`src/rtl/lives_hearts_ctrl.sv`:
```
`default_nettype none
// +----------------------------------------------------------------------------+
// | Module      : lives_hearts_ctrl                                            |
// | Description : HUD lives controller feeding the 16x16 heart bitmap.         |
// |               Keeps the lives count and the post-hit invulnerability       |
// |               window. Maps the VGA scan position onto a row of heart       |
// |               slots and produces registered offsetX/offsetY/               |
// |               InsideRectangle for every owned heart. All hearts blink      |
// |               while invulnerable. gameOver is flagged at zero lives.       |
// | Option      : `define LIVES_EMPTY_SLOT_EN to drive slotEmpty and the       |
// |               offsets for slots whose life has been lost. Without it,      |
// |               slotEmpty is tied low.                                       |
// | Ports       : clk             pixel clock                                  |
// |               resetN          asynchronous active-low reset                |
// |               startOfFrame    one-cycle pulse per frame                    |
// |               pixelX/pixelY   current scan position (11 bit)               |
// |               hit             collision pulse                              |
// |               extraLife       bonus pulse                                  |
// |               newGame         restart pulse                                |
// |               offsetX/offsetY offset inside the current heart              |
// |               InsideRectangle pixel lies in a visible heart                |
// |               lives           current lives count                          |
// |               invulnerable    invulnerability window active                |
// |               gameOver        lives reached zero                           |
// |               slotEmpty       pixel lies in a lost-life slot               |
// | Revision    : 1.0 - initial release                                        |
// +----------------------------------------------------------------------------+
module lives_hearts_ctrl #(
   parameter int TOP_LEFT_X    = 16,
   parameter int TOP_LEFT_Y    = 8,
   parameter int HEART_SIZE    = 16,
   parameter int SPACING       = 20,
   parameter int MAX_LIVES     = 5,
   parameter int START_LIVES   = 3,
   parameter int INVULN_FRAMES = 60,
   parameter int BLINK_FRAMES  = 8
) (
   input  logic        clk,
   input  logic        resetN,
   input  logic        startOfFrame,
   input  logic [10:0] pixelX,
   input  logic [10:0] pixelY,
   input  logic        hit,
   input  logic        extraLife,
   input  logic        newGame,
   output logic [10:0] offsetX,
   output logic [10:0] offsetY,
   output logic        InsideRectangle,
   output logic [2:0]  lives,
   output logic        invulnerable,
   output logic        gameOver,
   output logic        slotEmpty
);

   // -------------------------------------------------------------------------
   // Constants
   // -------------------------------------------------------------------------
   localparam int INV_W = (INVULN_FRAMES > 0) ? $clog2(INVULN_FRAMES + 1) : 1;
   localparam int BLK_W = (BLINK_FRAMES > 1) ? $clog2(BLINK_FRAMES) : 1;

   localparam logic [INV_W-1:0] INV_LOAD   = INV_W'(INVULN_FRAMES);
   localparam logic [BLK_W-1:0] BLINK_LAST = BLK_W'(BLINK_FRAMES - 1);
   localparam logic [2:0]       START_VAL  = 3'(START_LIVES);
   localparam logic [2:0]       MAX_VAL    = 3'(MAX_LIVES);
   localparam logic [10:0]      ROW_Y0     = 11'(TOP_LEFT_Y);
   localparam logic [10:0]      ROW_Y1     = 11'(TOP_LEFT_Y + HEART_SIZE - 1);

   // -------------------------------------------------------------------------
   // Game state
   // -------------------------------------------------------------------------
   logic [2:0]       lives_q,        lives_d;
   logic [INV_W-1:0] invuln_cnt_q,   invuln_cnt_d;
   logic [BLK_W-1:0] blink_cnt_q,    blink_cnt_d;
   logic             phase_q,        phase_d;
   logic             game_over_q,    game_over_d;
   logic             invulnerable_q, invulnerable_d;

   logic             hit_acc;
   logic             extra_acc;

   always_comb begin
      lives_d     = lives_q;
      invuln_cnt_d = invuln_cnt_q;
      blink_cnt_d = blink_cnt_q;
      phase_d     = phase_q;
      game_over_d = game_over_q;
      hit_acc     = 1'b0;
      extra_acc   = 1'b0;

      if (newGame) begin
         // Synchronous equivalent of reset; hit/extraLife are dropped.
         lives_d      = START_VAL;
         invuln_cnt_d = '0;
         blink_cnt_d  = '0;
         phase_d      = 1'b0;
         game_over_d  = 1'b0;
      end else begin
         // A zero lives count implies gameOver, so the lives check alone
         // also blocks hits after game over.
         hit_acc   = hit && (lives_q != 3'd0) && !invulnerable_q;
         extra_acc = extraLife && !hit_acc && !game_over_q;

         if (hit_acc) begin
            // Reload takes precedence over a coincident frame tick.
            lives_d      = lives_q - 3'd1;
            invuln_cnt_d = INV_LOAD;
            blink_cnt_d  = '0;
            phase_d      = 1'b0;
            if (lives_q == 3'd1) begin
               game_over_d = 1'b1;
            end
         end else if (startOfFrame && (invuln_cnt_q != '0)) begin
            invuln_cnt_d = invuln_cnt_q - 1'b1;
            if (blink_cnt_q == BLINK_LAST) begin
               blink_cnt_d = '0;
               phase_d     = ~phase_q;
            end else begin
               blink_cnt_d = blink_cnt_q + 1'b1;
            end
         end

         if (extra_acc && (lives_q < MAX_VAL)) begin
            lives_d = lives_q + 3'd1;
         end

         // Leaving the window always lands on the visible half of the blink.
         if (invuln_cnt_d == '0) begin
            phase_d     = 1'b0;
            blink_cnt_d = '0;
         end
      end

      invulnerable_d = (invuln_cnt_d != '0);
   end

   // -------------------------------------------------------------------------
   // Slot geometry: one comparator pair per slot against elaborated bounds.
   // The next-state lives/phase are used so that an event is visible in the
   // geometry outputs from the cycle right after it.
   // -------------------------------------------------------------------------
   logic                 row_hit;
   logic [MAX_LIVES-1:0] in_slot;
   logic [MAX_LIVES-1:0] owned;
   logic [MAX_LIVES-1:0] show_heart;
   logic [MAX_LIVES-1:0] use_off;
   logic [10:0]          slot_off_x [MAX_LIVES];

   assign row_hit = (pixelY >= ROW_Y0) && (pixelY <= ROW_Y1);

   generate
      for (genvar i = 0; i < MAX_LIVES; i++) begin : g_slot
         localparam logic [10:0] ORG_X = 11'(TOP_LEFT_X + i * SPACING);
         localparam logic [10:0] END_X = 11'(TOP_LEFT_X + i * SPACING + HEART_SIZE - 1);
         localparam logic [2:0]  IDX   = 3'(i);

         assign in_slot[i]    = row_hit && (pixelX >= ORG_X) && (pixelX <= END_X);
         assign owned[i]      = (IDX < lives_d);
         assign slot_off_x[i] = pixelX - ORG_X;
      end
   endgenerate

   assign show_heart = in_slot & owned & {MAX_LIVES{~phase_d}};

`ifdef LIVES_EMPTY_SLOT_EN
   logic [MAX_LIVES-1:0] show_empty;
   logic                 slot_empty_q, slot_empty_d;

   // Lost-life slots are outlined regardless of blink phase.
   assign show_empty   = in_slot & ~owned;
   assign use_off      = show_heart | show_empty;
   assign slot_empty_d = |show_empty;
`else
   assign use_off = show_heart;
`endif

   logic        inside_q,   inside_d;
   logic [10:0] offset_x_q, offset_x_d;
   logic [10:0] offset_y_q, offset_y_d;

   // Slots never overlap, so at most one bit of use_off is set.
   always_comb begin
      inside_d   = |show_heart;
      offset_x_d = '0;
      for (int i = 0; i < MAX_LIVES; i++) begin
         if (use_off[i]) begin
            offset_x_d = slot_off_x[i];
         end
      end
      offset_y_d = (|use_off) ? (pixelY - ROW_Y0) : 11'd0;
   end

   // -------------------------------------------------------------------------
   // Registers
   // -------------------------------------------------------------------------
   always_ff @(posedge clk or negedge resetN) begin
      if (!resetN) begin
         lives_q        <= START_VAL;
         invuln_cnt_q   <= '0;
         blink_cnt_q    <= '0;
         phase_q        <= 1'b0;
         game_over_q    <= 1'b0;
         invulnerable_q <= 1'b0;
         inside_q       <= 1'b0;
         offset_x_q     <= '0;
         offset_y_q     <= '0;
      end else begin
         lives_q        <= lives_d;
         invuln_cnt_q   <= invuln_cnt_d;
         blink_cnt_q    <= blink_cnt_d;
         phase_q        <= phase_d;
         game_over_q    <= game_over_d;
         invulnerable_q <= invulnerable_d;
         inside_q       <= inside_d;
         offset_x_q     <= offset_x_d;
         offset_y_q     <= offset_y_d;
      end
   end

`ifdef LIVES_EMPTY_SLOT_EN
   always_ff @(posedge clk or negedge resetN) begin
      if (!resetN) begin
         slot_empty_q <= 1'b0;
      end else begin
         slot_empty_q <= slot_empty_d;
      end
   end

   assign slotEmpty = slot_empty_q;
`else
   assign slotEmpty = 1'b0;
`endif

   assign lives           = lives_q;
   assign invulnerable    = invulnerable_q;
   assign gameOver        = game_over_q;
   assign InsideRectangle = inside_q;
   assign offsetX         = offset_x_q;
   assign offsetY         = offset_y_q;

endmodule
`default_nettype wire

```
`config.mk`:
```
export PLATFORM = sky130hd
export DESIGN_NAME = lives_hearts_ctrl
export DESIGN_NICKNAME = d
export VERILOG_FILES = /design/src/rtl/lives_hearts_ctrl.sv
export SDC_FILE = /design/constraint.sdc
export NUM_CORES = 1
export LEC_CHECK = 0
export CAP_MARGIN = 20
export CORE_ASPECT_RATIO = 1.5
export CORE_MARGIN = 4
export CORE_UTILIZATION = 55
export CTS_BUF_LIST = sky130_fd_sc_hd__clkbuf_8
export CTS_CLUSTER_DIAMETER = 30
export CTS_CLUSTER_SIZE = 28
export DETAILED_ROUTE_END_ITERATION = 8
export PLACE_DENSITY = 0.88
export SYNTH_ARGS = -nofsm -noshare
export SYNTH_HDL_FRONTEND = slang
export SYNTH_SLANG_ARGS = --single-unit
```
`constraint.sdc`:
```
create_clock -name clk -period 3.4 [get_ports clk]
set_input_delay 0.68 -clock clk [delete_from_list [all_inputs] [get_ports clk]]
set_output_delay 0.68 -clock clk [all_outputs]
set_load 0.01 [all_outputs]
```
==> results of run 1 <==
## sequential cells by signal, summed over array words and instances (netlist names)
register         count
phase_q              1
blink_cnt_q          3
invuln_cnt_q         6
invulnerable         1
offsetX             11
lives                3
offsetY             11
gameOver             1
InsideRectangle      1
## routing by layer
metal | GRT usage | part of all wire | routed length (um) | vias up
met5 | 0 | 0 | 0 | -
met4 | 0.189 | 0.058 | 550 | 0
met3 | 0.0243 | 0.044 | 412 | 41
met2 | 0.524 | 0.55 | 5150 | 134
met1 | 0.275 | 0.35 | 3310 | 1478
li1 | - | - | - | 1481
## through the flow
step	power, mW	utilization	TNS [ps]
3_3_place_gp	1.03	0.754	-303
4_1_cts	1.51	0.780	0
3_5_place_dp	1.04	0.754	-1980
5_1_grt	1.59	0.790	-9.54
2_1_floorplan	0.824	-	0
6_report	1.53	0.790	0
## synthesized netlist by cell type (all sizes together), types with 8 or more instances
| cell | instances |
|---|---|
| and2 | 14 |
| a21oi | 16 |
| nand2 | 27 |
| inv | 16 |
| nor2b | 9 |
| ha | 31 |
| nor3 | 20 |
| o21ai | 11 |
| nand3 | 8 |
| dfrtp | 36 |
| nor2 | 16 |
| and3 | 8 |
| a31oi | 9 |
## power groups by stage
stage	Clock [mW]	Sequential, mW	Combinational (mW)
after floorplan	0	0.525	0.299
after global placement	0	0.531	0.496
after detailed placement	0	0.533	0.512
after CTS	0.464	0.524	0.524
after global routing	0.479	0.531	0.585
final	0.462	0.526	0.538
## logic make-up after synthesis
logic type                 after synthesis  share of synthesized area
adders and majority gates               31                      0.126
other                                    1                    0.00122
DFF                                     38                      0.310
buffers and inverters                   29                     0.0431
xor gates and xnor gates                11                     0.0313
muxes                                    1                    0.00325
and+or+nand+nor                        139                      0.268
AOI/OAI and AO/OA                       85                      0.218
## worst max-delay path by stage
stage,startpoint,endpoint,slack (ps),depth (start not counted)
after floorplan,startOfFrame,offsetX[6]$_DFF_PN0_,400,9
after global placement,pixelY[3],offsetX[4]$_DFF_PN0_,-80,12
after detailed placement,pixelY[3],offsetX[4]$_DFF_PN0_,-250,12
after CTS,pixelY[3],offsetX[4]$_DFF_PN0_,30,12
after global routing,pixelY[0],offsetX[4]$_DFF_PN0_,-10,11
final,startOfFrame,offsetX[4]$_DFF_PN0_,190,12
## worst max-delay path, stage by stage
cell	delay, ps
clkdlybuf4s50_1	470
buf_4	160
nand2_1	120
buf_4	170
o32ai_2	120
o32ai_2	180
o31ai_4	280
or4b_1	510
buf_12	180
nand2_8	80
nor3_2	50
a2111oi_2	370
## layout make-up
class / instances / share of cell area
clock buffers: 5 / 0.0160
clock inverters: 3 / 0.0160
inverters: 17 / 0.0148
multi-input cells: 268 / 0.473
flip-flops and latches: 38 / 0.222
well taps: 70 / 0.0203
repair buffers: 117 / 0.238
## cells in the final DEF (no fill, tap or decap), types with 3 or more instances in the layout
| cell type | synthesis | routed |
|---|---|---|
| clkdlybuf4s50_1 | 0 | 53 |
| and2_1 | 14 | 14 |
| xnor2_1 | 7 | 7 |
| nor2b_1 | 9 | 8 |
| ha_1 | 31 | 31 |
| nand4_1 | 6 | 6 |
| nor3_1 | 18 | 16 |
| a31oi_1 | 9 | 9 |
| and3_1 | 8 | 8 |
| xor2_1 | 4 | 4 |
| nor2_1 | 16 | 16 |
| nand2_1 | 26 | 26 |
| a21oi_1 | 16 | 15 |
| nand2b_1 | 5 | 5 |
| dfrtp_1 | 36 | 36 |
| or3_1 | 4 | 4 |
| o311a_1 | 3 | 3 |
| nor3_2 | 2 | 4 |
| inv_1 | 16 | 16 |
| o31ai_1 | 3 | 3 |
| nand3_1 | 7 | 6 |
| nor3b_1 | 3 | 3 |
| buf_4 | 2 | 61 |
| clkbuf_8 | 0 | 5 |
| o21ai_1 | 4 | 4 |
| o21ai_0 | 7 | 7 |
## repair_timing
item,CTS,global route
setup endpoints to repair,0,22
resized for setup,0,10
buffers inserted,0,1
==> flow_metrics.env, run 1 <==
export IMPL_synthArstFlopShare=1.00
export IMPL_cts_tree="built"
export IMPL_syn_area_sq_mm=0.00308
export IMPL_num_rows=33
export IMPL_cts_sinks=38
export IMPL_die_x_um=69.1
export IMPL_wirelength_um=9420
export IMPL_ir_drop_mv=0.317
export IMPL_cts_buffers=5
export IMPL_dp_cells=509
export IMPL_cts_root_buf="clkbuf_8"
export IMPL_multi_input_area_sq_mm=0.00204
export IMPL_r2r_setup_slack_ps=260
export IMPL_path_class="in2reg"
export IMPL_synth_seq_cells=38
export IMPL_crit_required_ps=3580
export IMPL_grt_usage=0.274
export IMPL_swShare=0.333
export IMPL_grt_pass1_vias=3222
export IMPL_die_area_sq_mm=0.00688
export IMPL_relSlewSlack=0.438
export IMPL_die_y_um=99.6
export IMPL_nFillCells=376
export IMPL_place_ws_ps=-252
export IMPL_r2r_start="invuln_cnt_q[0]$_DFF_PN0_"
export IMPL_num_antenna_cells=0
export IMPL_min_period_ps=3210
export IMPL_reg2reg_depth=11
export IMPL_synthTopCellsByArea="dfrtp_1 (29%), ha_1 (13%), nand2_1 (3.2%)"
export IMPL_finalWorstSetupSlack_ps=192
export IMPL_area_growth_pct=39.9
export IMPL_core_area_sq_mm=0.00545
export IMPL_hold_path_class="in2async"
export IMPL_power_frac_clock=0.303
export IMPL_first_iter_violations=191
export IMPL_skew_ps=5.96
export IMPL_antenna_found_initial=0
export IMPL_holdWs_ps=487
export IMPL_drive_gt1_frac=0.228
export IMPL_power_switching_mw=0.508
export IMPL_status="finished, final reports clean"
export IMPL_dominantRegCellSynth="dfrtp_1"
export IMPL_place_hpwl_um=7350
export IMPL_slew_viol_final=0
export IMPL_clock_latency_ps=290
export IMPL_min_period_over_period=0.944
export IMPL_h_tree_depth=2
export IMPL_critPathLaunchType="input pin"
export IMPL_setup_viol=0
export IMPL_initial_core_util=0.565
export IMPL_dr_pass1_iters=4
export IMPL_wl_per_cell_um=18.2
export IMPL_syn_num_nets=394
export IMPL_overflow=0
export IMPL_final_area_sq_mm=0.00430
export IMPL_grt_max_degree=39
export IMPL_portBuffers=55
export IMPL_gp_congestion=0.990
export IMPL_fmax_mhz=312
export IMPL_synth_warnings=0
export IMPL_p_leak_nw=1.96
export IMPL_cts_hold_buffers=0
export IMPL_path_max_fanout=14
export IMPL_placed_area_sq_mm=0.00411
export IMPL_clockBufferDepth=2
export IMPL_floorplan_io_pins=57
export IMPL_stdcell_count=518
export IMPL_worstSetupEndpointType="flop"
export IMPL_synthCells=335
export IMPL_viasPerCell=6.05
export IMPL_crit_arrival_ps=3390
export IMPL_powerDensity_mw_per_mm2=354
export IMPL_hold_viol_final=0
export IMPL_register_area_sq_um=953
export IMPL_pwr_share_seq=0.345
export IMPL_drv_cap=0
export IMPL_synth_distinct_cells=74
export IMPL_clk_pin_slew_worst_paths_ps=80
export IMPL_num_vias=3134
export IMPL_synthDominantCellAreaShare=0.293
export IMPL_r2r_end="offsetX[4]$_DFF_PN0_"
export IMPL_nets=506
export IMPL_tightest_slew_ps=843
export IMPL_synth_seq_area_share=0.310
export IMPL_postRouteAntennaNets=0
export IMPL_synth_edf_count=0
export IMPL_grt_pass1_wl_um=15200
export IMPL_synth_area_leader_cell="dfrtp_1"
export IMPL_p_int_mw=1.02
export IMPL_pwr_share_comb=0.353
export IMPL_drc=0
export IMPL_syn_avg_cell_area_sq_um=9.18
Note: power is estimated with default switching activity, not from simulation.
==> inputs of run 2 (changes only) <==
Settings changed: CTS_CLUSTER_DIAMETER 30 to 50.
==> results of run 2 <==
No change in the layout: final DEF, timing and power equal those of run 1.
==> inputs of run 3 (changes only) <==
Settings changed: CORE_UTILIZATION 55 to 57, CTS_CLUSTER_DIAMETER 50 to not set, DONT_BUFFER_PORTS set to 1, PLACE_DENSITY 0.88 to 0.77.
==> flow_metrics.env, run 3 (synthesized netlist as in run 1, its figures left out) <==
export IMPL_status="finished, final reports clean"
export IMPL_postRouteAntennaNets=0
export IMPL_path_max_fanout=9
export IMPL_place_hpwl_um=6060
export IMPL_skew_ps=4.06
export IMPL_core_area_sq_mm=0.00520
export IMPL_p_total_mw=1.22
export IMPL_initial_core_util=0.591
export IMPL_die_area_sq_mm=0.00666
export IMPL_stdcell_count=405
export IMPL_critPathLaunchType="flop"
export IMPL_setup_tns_ps=0
export IMPL_drc=0
export IMPL_nets=395
export IMPL_worstSetupEndpointType="flop"
export IMPL_num_rows=32
export IMPL_relSlewSlack=0.546
export IMPL_final_area_sq_mm=0.00324
export IMPL_setup_viol=0
export IMPL_ir_drop_mv=0.167
export IMPL_p_leak_nw=1.44
export IMPL_holdWs_ps=76.1
export IMPL_post_cts_buffers=0
export IMPL_powerDensity_mw_per_mm2=376
export IMPL_clk_pin_slew_worst_paths_ps=70
export IMPL_path_class="reg2reg"
export IMPL_hold_viol_final=0
export IMPL_first_iter_violations=208
export IMPL_min_period_ps=3200
export IMPL_cts_sinks=38
export IMPL_slew_viol_final=0
export IMPL_die_x_um=68.0
export IMPL_clock_latency_ps=290
export IMPL_dp_cells=397
export IMPL_grt_max_degree=39
export IMPL_cts_buffers=5
export IMPL_mostFrequentLayoutCells="dfrtp_1 (36), ha_1 (31), nand2_1 (26)"
export IMPL_tightest_slew_ps=671
export IMPL_num_antenna_cells=0
export IMPL_die_y_um=98.0
export IMPL_gp_congestion=0.970
export IMPL_portBuffers=0
export IMPL_fmax_mhz=313
export IMPL_drive_gt1_frac=0.116
export IMPL_antenna_found_initial=0
export IMPL_wl_per_cell_um=19.2
export IMPL_grt_pass1_vias=2672
export IMPL_area_growth_pct=5.37
export IMPL_clockBufferDepth=2
export IMPL_grt_usage=0.244
export IMPL_nFillCells=463
export IMPL_cts_root_buf="clkbuf_8"
export IMPL_finalWorstSetupSlack_ps=205
export IMPL_utilization=0.623
export IMPL_h_tree_depth=2
export IMPL_cts_tree="built"
export IMPL_wirelength_um=7790
export IMPL_grt_pass1_wl_um=12600
export IMPL_crit_required_ps=3590
export IMPL_floorplan_io_pins=57
export IMPL_rsz0062_at_grt="no"
export IMPL_hold_path_class="in2async"
export IMPL_layout_commonest_cell="dfrtp_1"
export IMPL_placed_area_sq_mm=0.00314
export IMPL_num_vias=2655
export IMPL_viasPerCell=6.56
export IMPL_min_period_over_period=0.940
export IMPL_crit_arrival_ps=3380
export IMPL_r2r_setup_slack_ps=200
export IMPL_place_ws_ps=139
export IMPL_drv_cap=0
export IMPL_overflow=0
export IMPL_dr_pass1_iters=7
## run 3: cell count changes in the layout (fill, tap and decap cells not counted), sizes merged
cell	before	now
buf	63	6
clkbuf	5	6
bufinv	2	0
dlymetal6s2s	1	0
clkinvlp	0	1
clkinv	1	2
clkdlybuf4s50	53	0
inv	17	16
## run 3: critical path, stage by stage, from the launching register on
cell	delay, ps
dfrtp_1	440
inv_1	160
ha_1	200
nor2b_1	310
and4_1	260
o32ai_2	130
o31ai_4	380
inv_1	190
nor4_4	570
nor3_2	100
a2111oi_2	350
## run 3: worst paths after layout
kind / from / end / cells after the start
max: invuln_cnt_q[0]$_DFF_PN0_ / offsetX[4]$_DFF_PN0_ / 10
min: resetN / offsetX[9]$_DFF_PN0_ / 0
max reg2reg: invuln_cnt_q[0]$_DFF_PN0_ / offsetX[4]$_DFF_PN0_ / 10
min reg2reg: blink_cnt_q[2]$_DFFE_PN0P_ / blink_cnt_q[2]$_DFFE_PN0P_ / 2
max in group asynchronous: resetN / lives[1]$_DFF_PN1_ / 0
min in group clk: newGame / gameOver$_DFFE_PN0P_ / 1
## run 3: final cells by class
type	count	area, sq um	area share
tap	68	85.1	0.0262
multi-input combinational	268	2000	0.617
clock buffer	6	82.6	0.0255
sequential	38	953	0.294
inverter	17	63.8	0.0197
clock inverter	2	12.5	0.00386
timing repair buffer	6	45.0	0.0139
## run 3: layer usage
| layer | vias up | track usage | share of wire |
|---|---|---|---|
| met1 | 1242 | 0.256 | 0.35 |
| met3 | 34 | 0.0334 | 0.058 |
| met5 | - | 0 | 0 |
| met2 | 127 | 0.430 | 0.54 |
| li1 | 1252 | - | - |
| met4 | 0 | 0.162 | 0.049 |
## run 3: what timing repair did
item	4_1_cts	5_1_grt
resized for setup	0	2
endpoints found under the setup margin	0	1
hold buffers	0	0
## run 3: where the power goes
| part | internal (mW) | switching (mW) |
|---|---|---|
| Combinational | 0.150 | 0.218 |
| Clock | 0.163 | 0.159 |
| Sequential | 0.484 | 0.0442 |
